--- config.mk ---
export PLATFORM = sky130hd
export DESIGN_NAME = uart_boot_loader
export DESIGN_NICKNAME = d
export VERILOG_FILES = /design/src/rtl/uart_boot_loader.sv
export SDC_FILE = /design/constraint.sdc
export NUM_CORES = 1
export LEC_CHECK = 0
export ABC_CLOCK_PERIOD_IN_PS = 8280
export BUFFER_PORTS_ARGS = -buffer_cell sky130_fd_sc_hd__buf_2
export CAP_MARGIN = 10
export CORE_MARGIN = 1
export CORE_UTILIZATION = 50
export DETAILED_ROUTE_END_ITERATION = 16
export PLACE_DENSITY = 0.72
export SLEW_MARGIN = 15
export SYNTH_ARGS = -nofsm -noshare
export SYNTH_HDL_FRONTEND = slang
export SYNTH_SLANG_ARGS = --single-unit
--- constraint.sdc ---
create_clock -name i_clk -period 8.28 [get_ports i_clk]
set_input_delay 0.414 -clock i_clk [delete_from_list [all_inputs] [get_ports i_clk]]
set_output_delay 0.414 -clock i_clk [all_outputs]
set_load 0.05 [all_outputs]
--- src/rtl/uart_boot_loader.sv ---
// rtl/uart_boot_loader.sv - UART program loader writing 32-bit words into instruction memory
//
// Boot sequence: send START_BYTE, receive a 4-byte little-endian program size,
// receive the program bytes and write them as 32-bit words into imem, then
// send DONE_BYTE and raise o_boot_done so the core can take over the UART.
//
// Optional feature macro: BOOT_CHECKSUM_EN
//   When defined, a running XOR of the program bytes is kept and one extra
//   checksum byte is received after the data; a mismatch ends in the error state.
//
// Ports:
//   i_clk            system clock
//   i_reset_n        async active-low reset (release synchronised internally)
//   i_rx_rdata       byte from UART_RX
//   i_rx_rdata_ready 1-cycle strobe, i_rx_rdata valid
//   i_rx_ferr        UART_RX framing error
//   o_tx_sdata       byte to UART_TX
//   o_tx_start       1-cycle transmit strobe
//   i_tx_busy        UART_TX busy
//   o_imem_we        imem write strobe
//   o_imem_addr      imem word address
//   o_imem_wdata     imem write data
//   o_boot_done      program loaded, UART handed to the core
//   o_boot_err       sticky load error
module uart_boot_loader #(
    parameter int         IMEM_ADDR_W = 15,
    parameter logic [7:0] START_BYTE  = 8'h99,
    parameter logic [7:0] DONE_BYTE   = 8'hAA
) (
    input  logic                   i_clk,
    input  logic                   i_reset_n,
    input  logic [7:0]             i_rx_rdata,
    input  logic                   i_rx_rdata_ready,
    input  logic                   i_rx_ferr,
    output logic [7:0]             o_tx_sdata,
    output logic                   o_tx_start,
    input  logic                   i_tx_busy,
    output logic                   o_imem_we,
    output logic [IMEM_ADDR_W-1:0] o_imem_addr,
    output logic [31:0]            o_imem_wdata,
    output logic                   o_boot_done,
    output logic                   o_boot_err
);

`ifdef BOOT_CHECKSUM_EN
    typedef enum logic [2:0] {S_REQ, S_SIZE, S_DATA, S_CSUM, S_FIN, S_DONE, S_ERR} state_t;
    localparam state_t S_POST = S_CSUM;
`else
    typedef enum logic [2:0] {S_REQ, S_SIZE, S_DATA, S_FIN, S_DONE, S_ERR} state_t;
    localparam state_t S_POST = S_FIN;
`endif

    // Largest accepted program, in bytes.
    localparam logic [32:0] CAP_BYTES = 33'd4 << IMEM_ADDR_W;

    logic [1:0]             r_rst_sync;
    logic                   w_rst_n;
    state_t                 r_state;
    state_t                 w_state_nxt;
    logic [31:0]            r_byte_cnt;
    logic [31:0]            w_byte_cnt_inc;
    logic [1:0]             w_k;
    logic [31:0]            r_size;
    logic [31:0]            w_size_full;
    logic                   w_size_bad;
    logic [31:0]            r_word;
    logic                   r_guard;
    logic                   w_send_ok;
    logic                   w_tx_fire;
    logic [7:0]             w_tx_byte;
    logic                   w_rx_ok;
    logic [7:0]             r_tx_sdata;
    logic                   r_tx_start;
    logic                   r_imem_we;
    logic [IMEM_ADDR_W-1:0] r_imem_addr;
    logic [31:0]            r_imem_wdata;
    logic                   r_boot_done;
    logic                   r_boot_err;
`ifdef BOOT_CHECKSUM_EN
    logic [7:0]             r_csum;
`endif

    // Reset asserts immediately and releases on a clock edge.
    always_ff @(posedge i_clk or negedge i_reset_n) begin
        if (!i_reset_n) begin
            r_rst_sync <= 2'b00;
        end else begin
            r_rst_sync <= {r_rst_sync[0], 1'b1};
        end
    end
    assign w_rst_n = r_rst_sync[1];

    assign w_byte_cnt_inc = r_byte_cnt + 32'd1;
    assign w_k            = r_byte_cnt[1:0];
    assign w_size_full    = {i_rx_rdata, r_size[23:0]};
    assign w_size_bad     = (w_size_full[1:0] != 2'b00) || ({1'b0, w_size_full} > CAP_BYTES);
    assign w_rx_ok        = i_rx_rdata_ready && !i_rx_ferr;
    // The guard and the pulse itself block a fire while tx_busy has not yet risen.
    assign w_send_ok      = !i_tx_busy && !r_guard && !r_tx_start;

    always_ff @(posedge i_clk or negedge w_rst_n) begin
        if (!w_rst_n) begin
            r_state <= S_REQ;
        end else begin
            r_state <= w_state_nxt;
        end
    end

    always_comb begin
        w_state_nxt = r_state;
        w_tx_fire   = 1'b0;
        w_tx_byte   = START_BYTE;
        case (r_state)
            S_REQ: begin
                w_tx_fire = w_send_ok;
                if (r_tx_start) begin
                    w_state_nxt = S_SIZE;
                end
            end
            S_SIZE: begin
                if (i_rx_ferr) begin
                    w_state_nxt = S_ERR;
                end else if (i_rx_rdata_ready && (w_k == 2'd3)) begin
                    if (w_size_bad) begin
                        w_state_nxt = S_ERR;
                    end else if (w_size_full == 32'd0) begin
                        w_state_nxt = S_POST;
                    end else begin
                        w_state_nxt = S_DATA;
                    end
                end
            end
            S_DATA: begin
                if (i_rx_ferr) begin
                    w_state_nxt = S_ERR;
                end else if (i_rx_rdata_ready && (w_byte_cnt_inc == r_size)) begin
                    w_state_nxt = S_POST;
                end
            end
`ifdef BOOT_CHECKSUM_EN
            S_CSUM: begin
                if (i_rx_ferr) begin
                    w_state_nxt = S_ERR;
                end else if (i_rx_rdata_ready) begin
                    w_state_nxt = (i_rx_rdata == r_csum) ? S_FIN : S_ERR;
                end
            end
`endif
            S_FIN: begin
                w_tx_byte = DONE_BYTE;
                w_tx_fire = w_send_ok;
                if (r_tx_start) begin
                    w_state_nxt = S_DONE;
                end
            end
            default: w_state_nxt = r_state;
        endcase
    end

    always_ff @(posedge i_clk or negedge w_rst_n) begin
        if (!w_rst_n) begin
            r_byte_cnt   <= 32'd0;
            r_size       <= 32'd0;
            r_word       <= 32'd0;
            r_guard      <= 1'b0;
            r_tx_sdata   <= 8'd0;
            r_tx_start   <= 1'b0;
            r_imem_we    <= 1'b0;
            r_imem_addr  <= '0;
            r_imem_wdata <= 32'd0;
            r_boot_done  <= 1'b0;
            r_boot_err   <= 1'b0;
`ifdef BOOT_CHECKSUM_EN
            r_csum       <= 8'd0;
`endif
        end else begin
            r_tx_start  <= w_tx_fire;
            r_guard     <= r_tx_start;
            r_imem_we   <= 1'b0;
            r_boot_done <= (w_state_nxt == S_DONE);
            r_boot_err  <= (w_state_nxt == S_ERR);
            if (w_tx_fire) begin
                r_tx_sdata <= w_tx_byte;
            end
            if (r_state == S_SIZE && w_rx_ok) begin
                r_size[{w_k, 3'b000} +: 8] <= i_rx_rdata;
                // Restart the count so the data phase counts program bytes only.
                r_byte_cnt <= (w_k == 2'd3) ? 32'd0 : w_byte_cnt_inc;
            end
            if (r_state == S_DATA && w_rx_ok) begin
                r_word[{w_k, 3'b000} +: 8] <= i_rx_rdata;
                r_byte_cnt <= w_byte_cnt_inc;
`ifdef BOOT_CHECKSUM_EN
                r_csum <= r_csum ^ i_rx_rdata;
`endif
                if (w_k == 2'd3) begin
                    r_imem_we    <= 1'b1;
                    r_imem_addr  <= r_byte_cnt[IMEM_ADDR_W+1:2];
                    r_imem_wdata <= {i_rx_rdata, r_word[23:0]};
                end
            end
        end
    end

    assign o_tx_sdata   = r_tx_sdata;
    assign o_tx_start   = r_tx_start;
    assign o_imem_we    = r_imem_we;
    assign o_imem_addr  = r_imem_addr;
    assign o_imem_wdata = r_imem_wdata;
    assign o_boot_done  = r_boot_done;
    assign o_boot_err   = r_boot_err;

endmodule
# Word-level counts from Yosys, hierarchy flattened
# Cells that the tools add are included.
# W data, S select, Z words.
# op_classes
addsub	2
order_cmp	1
n_eq_ne	7
shifts	2
muxes	18
reduce_logical	18
# op_table
op	n
$mux W32	3
$bwmux W32	2
$add A32 B1 Y32 const B	1
$eq A32 B32 Y1	1
$gt A32 B18 Y1 const B	1
$logic_not A32 Y1	1
$shift A8 B7 Y32 const A	1
$shiftx A8 B7 Y32	1
$mux W3	7
$pmux W3 S4	1
$logic_and A1 B1 Y1	7
$neg A5 Y7	1
$eq A3 B2 Y1 const B	2
$eq A3 B3 Y1 const B	2
$mux W6	1
$logic_not A1 Y1	4
$mux W1	4
$reduce_bool A2 Y1	2
$eq A3 B1 Y1 const B	1
$logic_not A3 Y1	1
$eq A2 B2 Y1 const B	1
$reduce_and A2 Y1	1
$reduce_or A2 Y1	1
$logic_or A1 B1 Y1	1
# totals
register_bits	161
inputBits	13
out_inout_bits	59
elab_cells	61

# Depth between registers and ports, before layout
# Gate-level depths: netlist (run 1).
# depth
ltp_word	7
mapped_depth	11
depth_no_buf	11

# Worst setup path after synthesis (run 1)
# Ideal clock, no wire load.
# synth_timing
kind	reg2reg
from	register r_byte_cnt[6]
to	register r_boot_err, in the netlist o_boot_err
setup_ns	0.073
arrival_time_ns	2.461
t_required_ns	8.207
setup_slack_ns	5.746
stages_incl_launch_ff	10
path_buffers	1
synth_period_minus_slack_ns	2.534
path_cell_list	dfrtp_1 -> buf_2 -> nand4_2 -> nor4_1 -> nand2_1 -> xnor2_1 -> a2111oi_2 -> nand4_1 -> o31ai_2 -> nor2b_1
# synth_between
elab_chain_cells	7
# synth_lines
element	line	text
start: declaration	60	logic [31:0] r_byte_cnt;
start signal: assignment	188	r_byte_cnt <= (w_k == 2'd3) ? 32'd0 : w_byte_cnt_inc;
start signal: assignment	192	r_byte_cnt <= w_byte_cnt_inc;
$add A32 B1 Y32	93	assign w_byte_cnt_inc = r_byte_cnt + 32'd1;
$eq A32 B32 Y1	136	end else if (i_rx_rdata_ready && (w_byte_cnt_inc == r_size)) begin
$logic_and A1 B1 Y1	136	
$mux W3	136	
$mux W3	134	if (i_rx_ferr) begin
$pmux W3 S4	113	case (r_state)
named net w_state_nxt[0]	59	state_t w_state_nxt;
$eq A3 B3 Y1	181	r_boot_err <= (w_state_nxt == S_ERR);
end signal: assignment	181	
end: declaration	78	logic r_boot_err;
# The timed path passes the listed nets, and every way through them passes these cells.
# A chain may end at the register's enable or synchronous reset.

# Final worst setup path (run 1)
# layout_timing
from	register r_byte_cnt[0]
to	register r_boot_err, in the netlist o_boot_err
# layout_between
elab_chain_cells	7
word_cells_on_any_way	11
classes_between	add/sub (1); eq/ne (3); mux (5); reduce/logical (2)
# layout_lines
element	line
$add A32 B1 Y32	93
$eq A32 B32 Y1	136
$logic_and A1 B1 Y1	136
$mux W3	136
$mux W3	134
$pmux W3 S4 (*)	113
named net w_state_nxt[0]	59
$eq A3 B3 Y1 (*)	181
# Mark *: on every way through the listed nets, which the timed path passes. The rest lies on a longest branch.

==> impl_metrics.prom, run 1 <==
# TYPE chip_impl_metric gauge
chip_impl_info{name="status",value="complete, no violations"} 1
chip_impl_metric{name="cts.htree.levels",unit=""} 4
chip_impl_metric{name="static-leakage-power",unit="nW"} 3.89
chip_impl_metric{name="holdBufCountCts",unit=""} 1
chip_impl_metric{name="cts-resized-gates",unit=""} 0
chip_impl_info{name="commonest_non_fill_non_tap_cell_in_the_layout",value="sky130_fd_sc_hd__dfrtp_1"} 1
chip_impl_metric{name="worst_ep_arrival_time",unit="ps"} 3690
chip_impl_metric{name="finalSetupTns",unit="ps"} 0
chip_impl_metric{name="row_count",unit=""} 44
chip_impl_metric{name="skew",unit="ps"} 7.39
chip_impl_info{name="commonest_cells_after_routing_fill_and_taps_aside",value="147 x sky130_fd_sc_hd__dfrtp_1, 134 x sky130_fd_sc_hd__nand2_1, 103 x sky130_fd_sc_hd__o21ai_0"} 1
chip_impl_metric{name="wire_length_of_the_first_global_routing_pass",unit="um"} 30400
chip_impl_metric{name="first_drt_iteration_drcs",unit=""} 530
chip_impl_metric{name="post_detail_place_hpwl",unit="um"} 13900
chip_impl_metric{name="max_cap_viol_count",unit=""} 0
chip_impl_metric{name="clock_sinks",unit=""} 148
chip_impl_metric{name="syn_area_per_cell",unit="um2"} 9.77
chip_impl_metric{name="grt_pass1_vias",unit=""} 5685
chip_impl_info{name="ys.flop_type",value="sky130_fd_sc_hd__dfrtp_1"} 1
chip_impl_metric{name="power_density",unit="nW/um2"} 198
chip_impl_metric{name="routed-wl-met3",unit="um"} 1400
chip_impl_info{name="timing.hold.worst.class",value="input pin to asynchronous set/reset pin"} 1
chip_impl_metric{name="syn_inst",unit=""} 757
chip_impl_metric{name="syn2layout_area_growth",unit="%"} 14.4
chip_impl_metric{name="slew_headroom",unit="%"} 34.0
chip_impl_metric{name="gp_routability_congestion",unit=""} 0.912
chip_impl_metric{name="floorplan.core_area",unit="um2"} 14500
chip_impl_metric{name="wl",unit="um"} 19600
chip_impl_metric{name="route.vias.total",unit=""} 6052
chip_impl_metric{name="io_buffers",unit=""} 69
chip_impl_metric{name="yosysWarnings",unit=""} 0
chip_impl_metric{name="maximum_vdd_ir_drop",unit="uV"} 140
chip_impl_metric{name="drt_first_pass_iters",unit=""} 5
chip_impl_metric{name="worst-endpoint-required",unit="ps"} 8640
chip_impl_metric{name="synthesis.area",unit="um2"} 7400
chip_impl_metric{name="m1WireLength",unit="um"} 8360
chip_impl_metric{name="die_height",unit="um"} 124
chip_impl_metric{name="maxSlewViolCount",unit=""} 0
chip_impl_info{name="route.top_layer_used",value="met4"} 1
chip_impl_metric{name="grt_overflow_total",unit=""} 0
chip_impl_metric{name="die_area",unit="um2"} 15300
chip_impl_metric{name="route.met2.wl",unit="um"} 9330
chip_impl_metric{name="ctsLongestPathBuffers",unit=""} 2
chip_impl_metric{name="postSynth.asyncResetShare",unit="%"} 100
chip_impl_metric{name="final_net_count",unit=""} 826
chip_impl_metric{name="initial_standard_cell_utilization_of_the_core",unit="%"} 51.1
chip_impl_metric{name="die-width",unit="um"} 124
chip_impl_metric{name="via_per_inst",unit=""} 6.03
chip_impl_metric{name="synth_enable_flop_cells",unit=""} 0
chip_impl_metric{name="crit_fanout",unit=""} 18
chip_impl_metric{name="total_power",unit="mW"} 1.68
chip_impl_metric{name="setup-violations-final",unit=""} 0
chip_impl_metric{name="ys_ff_latch",unit=""} 148
chip_impl_metric{name="clock_slew_at_the_register_clock_pins_of_the_worst_setup_and_hold_paths",unit="ps"} 70
chip_impl_info{name="kind_of_start_point_of_the_critical_path",value="flop"} 1
chip_impl_metric{name="post-cts-setup-buffer-count",unit=""} 0
chip_impl_metric{name="clock_latency",unit="ps"} 430
chip_impl_metric{name="timing.fmax",unit="MHz"} 301
chip_impl_metric{name="timing.final.crit_period",unit="ps"} 3330
chip_impl_info{name="rsz0062_at_grt",value="no"} 1
chip_impl_metric{name="number_of_buffers_inserted_during_clock_tree_synthesis",unit=""} 17
chip_impl_info{name="clock_tree.root_cell",value="sky130_fd_sc_hd__clkbuf_16"} 1
chip_impl_metric{name="ys_types",unit=""} 58
chip_impl_metric{name="final_layout_size_suffix_gt1_share",unit="%"} 20.7
chip_impl_metric{name="report.final.hold_viol_count",unit=""} 0
chip_impl_metric{name="route.detailed.drc",unit=""} 0
chip_impl_metric{name="route.antenna.remaining_nets",unit=""} 0
chip_impl_metric{name="pin_count_of_the_biggest_net_entering_global_routing",unit=""} 86
chip_impl_metric{name="grtUsageTotal",unit="%"} 26.9
chip_impl_metric{name="number_of_diodes",unit=""} 0
chip_impl_info{name="critical_path.endpoint_type",value="flop"} 1
chip_impl_metric{name="hold_ws",unit="ps"} 301
chip_impl_metric{name="proportion_of_synthesized_chip_area_in_sequential_cells",unit="%"} 50.1
chip_impl_metric{name="routedWlPerCell",unit="um"} 19.6
chip_impl_metric{name="period_share",unit="%"} 40.2
chip_impl_metric{name="io_pins",unit=""} 72
chip_impl_info{name="clock_tree_from_tritoncts",value="built"} 1
chip_impl_metric{name="antenna_found_initial",unit=""} 0
chip_impl_info{name="kind_of_critical_path",value="flop to flop"} 1
chip_impl_metric{name="tightest_slew",unit="ps"} 988
==> registers in the layout, indices dropped and copies added, names as in the netlist <==
register      count
r_state           3
r_rst_sync        2
o_imem_we         1
o_boot_err        1
r_size           32
o_boot_done       1
r_guard           1
r_byte_cnt       32
o_tx_start        1
o_imem_addr      15
o_tx_sdata        3
o_imem_wdata     32
r_word           24
==> path summary, 6_finish.rpt <==
path                                from             to  slack (ps)  cells past startpoint
max                        r_byte_cnt[0]     o_boot_err        4950                     10
min                            i_reset_n  r_rst_sync[1]         300                      2
max reg2reg                r_byte_cnt[0]     o_boot_err        4950                     10
min reg2reg                r_rst_sync[0]  r_rst_sync[1]         350                      0
max in group asynchronous  r_rst_sync[1]      r_word[2]        6640                      2
min in group i_clk         i_rx_rdata[6]     r_size[30]         310                      3
==> power by group <==
part | total [mW] | internal, mW | switching (mW) | leakage, nW
logic | 0.116 | 0.0382 | 0.0782 | 1.59
registers | 0.766 | 0.736 | 0.0302 | 2.01
clock network | 0.795 | 0.463 | 0.331 | 0.298
total | 1.68 | 1.24 | 0.440 | 3.89
==> synthesized netlist by cell type, types with 3 or more instances <==
cell	instances	area (um2)
sky130_fd_sc_hd__a31oi_1	9	56.3
sky130_fd_sc_hd__and4_1	6	52.6
sky130_fd_sc_hd__or3_1	4	25.0
sky130_fd_sc_hd__nand3_1	23	115
sky130_fd_sc_hd__mux2i_1	6	60.1
sky130_fd_sc_hd__nor4_1	14	87.6
sky130_fd_sc_hd__and2_1	5	31.3
sky130_fd_sc_hd__or2_2	3	18.8
sky130_fd_sc_hd__mux2_2	48	541
sky130_fd_sc_hd__xor2_1	18	158
sky130_fd_sc_hd__nand4_1	14	87.6
sky130_fd_sc_hd__nand4b_1	3	26.3
sky130_fd_sc_hd__a2111oi_0	3	26.3
sky130_fd_sc_hd__nand2_1	134	503
sky130_fd_sc_hd__xnor2_1	22	193
sky130_fd_sc_hd__o31ai_1	14	105
sky130_fd_sc_hd__and3_1	7	43.8
sky130_fd_sc_hd__ha_1	6	75.1
sky130_fd_sc_hd__buf_2	5	25.0
sky130_fd_sc_hd__nand2b_1	10	62.6
sky130_fd_sc_hd__inv_1	9	33.8
sky130_fd_sc_hd__dfrtp_1	148	3700
sky130_fd_sc_hd__buf_1	5	18.8
sky130_fd_sc_hd__o21ai_0	103	515
sky130_fd_sc_hd__nor3b_1	3	22.5
sky130_fd_sc_hd__nor3_1	6	30.0
sky130_fd_sc_hd__nor2_1	32	120
sky130_fd_sc_hd__buf_4	9	67.6
sky130_fd_sc_hd__clkbuf_1	25	93.8
sky130_fd_sc_hd__o41ai_1	3	26.3
sky130_fd_sc_hd__a21oi_1	20	100
==> metrics by stage <==
step           cells  utilization [%]  area [um2]  worst slack, ps
2_1_floorplan    758                -        7400             3850
3_3_place_gp     970             54.0        7820             5090
3_5_place_dp     970             54.0        7820             5020
4_1_cts         1003             58.2        8430             5020
5_1_grt         1004             58.4        8460             4720
6_report        1004             58.4        8460             4950
==> worst max-delay path: stages, from the launching register on <==
cell and delay, ps:
sky130_fd_sc_hd__dfrtp_1 570, sky130_fd_sc_hd__ha_1 350, sky130_fd_sc_hd__nand3_1 310, sky130_fd_sc_hd__nor4_4 230, sky130_fd_sc_hd__buf_4 280, sky130_fd_sc_hd__nand3_1 170
sky130_fd_sc_hd__xnor2_1 170, sky130_fd_sc_hd__a2111oi_0 540, sky130_fd_sc_hd__nand4_1 180, sky130_fd_sc_hd__o31ai_2 290, sky130_fd_sc_hd__nor2b_1 170
==> metal layers <==
layer  up-vias  global-route usage [%]
met5         -                       0
met3        35                    5.49
met4         0                    11.2
met1      2965                    36.4
li1       2803                       -
met2       249                    42.3
==> final cells by class <==
| class | instances | area [um2] |
|---|---|---|
| multi-input combinational | 554 | 3450 |
| clock buffer | 19 | 443 |
| clock inverter | 13 | 161 |
| fill | 1242 | 6020 |
| tap | 184 | 230 |
| timing repair buffer | 77 | 428 |
| sequential | 148 | 3710 |
| inverter | 9 | 33.8 |
==> cell families after synthesis <==
group           Yosys count  share of synthesized area (%)
other cells               2                          0.102
fa+ha+maj                 6                           1.02
xor+xnor                 40                           4.74
flops                   148                           50.1
mux                      54                           8.12
compound gates          173                           13.7
buf+inv                  56                           3.52
simple gates            278                           18.8
No activity file was read; power rests on OpenSTA's default activity.
==> run 2: changes to the inputs <==
ABC_CLOCK_PERIOD_IN_PS = 2740   (was 8280)
PLACE_DENSITY = 0.75   (was 0.72)
clock period = 2.74 ns   (was 8.28 ns; I/O delays follow)
==> run 2 against run 1 <==
Effect of this change: the run now ends with setup timing left; worst hold slack worse by 280 ps; clock skew rose by 5.6 ps; sequential cell count is the same; sequential power rose to 3.0 times the previous value; clock-buffer cell count decreased by 2; register-to-register slack worse by 5100 ps; critical path type unchanged.
==> impl_metrics.prom, run 2 (synthesis gave the netlist of run 1 again) <==
# TYPE chip_impl_metric gauge
chip_impl_metric{name="wl",unit="um"} 19600
chip_impl_metric{name="skew",unit="ps"} 13.0
chip_impl_metric{name="route.antenna.remaining_nets",unit=""} 0
chip_impl_info{name="violations",value="setup timing"} 1
chip_impl_metric{name="clock_sinks",unit=""} 148
chip_impl_metric{name="via_per_inst",unit=""} 5.84
chip_impl_metric{name="report.final.hold_viol_count",unit=""} 0
chip_impl_metric{name="pin_count_of_the_biggest_net_entering_global_routing",unit=""} 84
chip_impl_metric{name="cts.htree.levels",unit=""} 4
chip_impl_info{name="clock_tree_from_tritoncts",value="built"} 1
chip_impl_metric{name="power.switching_fraction",unit="%"} 27.3
chip_impl_info{name="rsz0062_at_grt",value="yes"} 1
chip_impl_metric{name="final_util",unit="%"} 64.1
chip_impl_metric{name="grt_overflow_total",unit=""} 0
chip_impl_metric{name="worst_slack",unit="ps"} -115
chip_impl_metric{name="worst-endpoint-required",unit="ps"} 3110
chip_impl_metric{name="final_layout_size_suffix_gt1_share",unit="%"} 31.0
chip_impl_info{name="clock_tree.root_cell",value="sky130_fd_sc_hd__clkbuf_16"} 1
chip_impl_metric{name="ctsLongestPathBuffers",unit=""} 2
chip_impl_metric{name="gp_routability_congestion",unit=""} 0.984
chip_impl_metric{name="final_design_area_no_fill",unit="um2"} 9290
chip_impl_metric{name="die_area",unit="um2"} 15300
chip_impl_metric{name="setup-violations-final",unit=""} 2
chip_impl_metric{name="post_detail_place_hpwl",unit="um"} 14000
chip_impl_metric{name="io_buffers",unit=""} 69
chip_impl_metric{name="row_count",unit=""} 44
chip_impl_metric{name="postPlaceCellArea",unit="um2"} 8450
chip_impl_metric{name="whs_path_depth",unit=""} 3
chip_impl_metric{name="place.detailed.instances",unit=""} 1051
chip_impl_metric{name="wire_length_of_the_first_global_routing_pass",unit="um"} 30800
chip_impl_metric{name="first_drt_iteration_drcs",unit=""} 560
chip_impl_metric{name="clock_network_power_share",unit="%"} 45.7
chip_impl_metric{name="dp_worst_setup_slack",unit="ps"} -86.5
chip_impl_metric{name="r2r.worst_path.cells",unit=""} 10
chip_impl_metric{name="routedWlPerCell",unit="um"} 18.0
chip_impl_metric{name="tightest_slew",unit="ps"} 719
chip_impl_metric{name="static-leakage-power",unit="nW"} 4.38
chip_impl_info{name="kind_of_start_point_of_the_critical_path",value="flop"} 1
chip_impl_metric{name="die_height",unit="um"} 124
chip_impl_metric{name="floorplan.core_area",unit="um2"} 14500
chip_impl_metric{name="max_cap_viol_count",unit=""} 0
chip_impl_metric{name="syn2layout_area_growth",unit="%"} 25.5
chip_impl_metric{name="number_of_buffers_inserted_during_clock_tree_synthesis",unit=""} 17
chip_impl_metric{name="timing.fmax",unit="MHz"} 350
chip_impl_metric{name="reg2reg_setup_slack",unit="ps"} -120
chip_impl_info{name="critical_path.endpoint_type",value="flop"} 1
chip_impl_metric{name="die-width",unit="um"} 124
chip_impl_metric{name="timing.final.crit_period",unit="ps"} 2860
chip_impl_metric{name="power_switching",unit="mW"} 1.39
chip_impl_info{name="commonest_cells_after_routing_fill_and_taps_aside",value="143 x sky130_fd_sc_hd__dfrtp_1, 134 x sky130_fd_sc_hd__nand2_1, 103 x sky130_fd_sc_hd__o21ai_0"} 1
chip_impl_metric{name="route.vias.total",unit=""} 6383
chip_impl_metric{name="internal_power",unit="mW"} 3.70
chip_impl_metric{name="grtUsageTotal",unit="%"} 26.9
chip_impl_info{name="kind_of_critical_path",value="flop to flop"} 1
chip_impl_metric{name="drt_first_pass_iters",unit=""} 9
chip_impl_metric{name="final_net_count",unit=""} 915
chip_impl_metric{name="slew_headroom",unit="%"} 52.1
chip_impl_metric{name="clock_slew_at_the_register_clock_pins_of_the_worst_setup_and_hold_paths",unit="ps"} 70
chip_impl_metric{name="power_density",unit="nW/um2"} 548
chip_impl_metric{name="period_share",unit="%"} 104
chip_impl_metric{name="route.detailed.drc",unit=""} 0
chip_impl_metric{name="clock_latency",unit="ps"} 440
chip_impl_metric{name="maxSlewViolCount",unit=""} 0
chip_impl_info{name="status",value="complete, but fails checks"} 1
chip_impl_metric{name="power_frac_seq",unit="%"} 44.8
chip_impl_info{name="commonest_non_fill_non_tap_cell_in_the_layout",value="sky130_fd_sc_hd__dfrtp_1"} 1
chip_impl_metric{name="grt_pass1_vias",unit=""} 5880
chip_impl_info{name="timing.hold.worst.class",value="input pin to flop"} 1
chip_impl_metric{name="antenna_found_initial",unit=""} 0
chip_impl_metric{name="number_of_diodes",unit=""} 0
chip_impl_metric{name="share_comb_of_total_power",unit="%"} 9.6
chip_impl_metric{name="final_cell_count_no_fill",unit=""} 1093
chip_impl_metric{name="crit_fanout",unit=""} 5
chip_impl_metric{name="io_pins",unit=""} 72
chip_impl_metric{name="maximum_vdd_ir_drop",unit="uV"} 490
chip_impl_metric{name="initial_standard_cell_utilization_of_the_core",unit="%"} 51.1
chip_impl_metric{name="worst_ep_arrival_time",unit="ps"} 3220
-- run 2: cell count changes in the layout (fill, tap and decap cells not counted), moves of 4 or more --
cell / before / now
sky130_fd_sc_hd__dfrtp_1: 147 / 143
sky130_fd_sc_hd__dfrtp_2: 0 / 4
sky130_fd_sc_hd__and4_4: 0 / 4
sky130_fd_sc_hd__buf_4: 6 / 90
-- run 2: layout make-up --
cell class                 instances  area, um2
inverter                           9       33.8
clock buffer                      17        425
clock inverter                    15        165
tap                              184        230
timing repair buffer             166       1120
multi-input combinational        554       3590
fill                            1167       5190
sequential                       148       3710
-- run 2: metal layers --
metal	part of all wire, %	wire length (um)	global-route usage [%]
met5	0	0	0
met4	2.7	537	11.8
met3	5.8	1130	5.08
met2	47	9220	41.0
met1	45	8740	37.5
-- run 2: through the flow --
stage	hold slack (ps)	TNS, ps	power [mW]
floorplan	-159	0	2.58
global placement	-76.5	-28.0	2.76
detailed placement	-75.5	-155	2.77
CTS	5.76	0	5.09
global route	23.3	-484	5.25
finish	23.6	-172	5.09
-- run 2: final timing paths --
kind | from | end
worst max-delay path | r_byte_cnt[1] | o_boot_err
worst min-delay path | i_rx_rdata[3] | r_size[27]
worst max register to register | r_byte_cnt[1] | o_boot_err
worst min register to register | r_rst_sync[1] | o_imem_wdata[5]
max in group asynchronous | r_rst_sync[1] | r_byte_cnt[15]
min in group asynchronous | r_rst_sync[1] | o_imem_wdata[5]
-- run 2: power by group through the flow --
stage | Combinational (mW) | Clock (mW) | Sequential (mW)
after CTS | 0.465 | 2.36 | 2.27
after detailed placement | 0.458 | 0 | 2.31
final | 0.486 | 2.33 | 2.28
after floorplan | 0.236 | 0 | 2.35
after global placement | 0.450 | 0 | 2.31
after global routing | 0.529 | 2.44 | 2.28
-- run 2: critical path, stage by stage, from the launching register on --
cell	delay, ps
sky130_fd_sc_hd__dfrtp_1	480
sky130_fd_sc_hd__buf_4	190
sky130_fd_sc_hd__nand4_1	120
sky130_fd_sc_hd__buf_4	180
sky130_fd_sc_hd__nor4_4	290
sky130_fd_sc_hd__nand2_1	160
sky130_fd_sc_hd__xnor2_1	170
sky130_fd_sc_hd__a2111oi_2	410
sky130_fd_sc_hd__nand4_1	220
sky130_fd_sc_hd__o31ai_4	370
sky130_fd_sc_hd__nor2b_4	190
-- run 2: what timing repair did --
action / 4_1_cts / 5_1_grt
hold buffers: 2 / 0
endpoints found under the hold margin: 2 / 0
gates resized for setup: 5 / 33
pin swaps: 0 / 14
endpoints found under the setup margin: 2 / 3
buffers inserted: 0 / 8
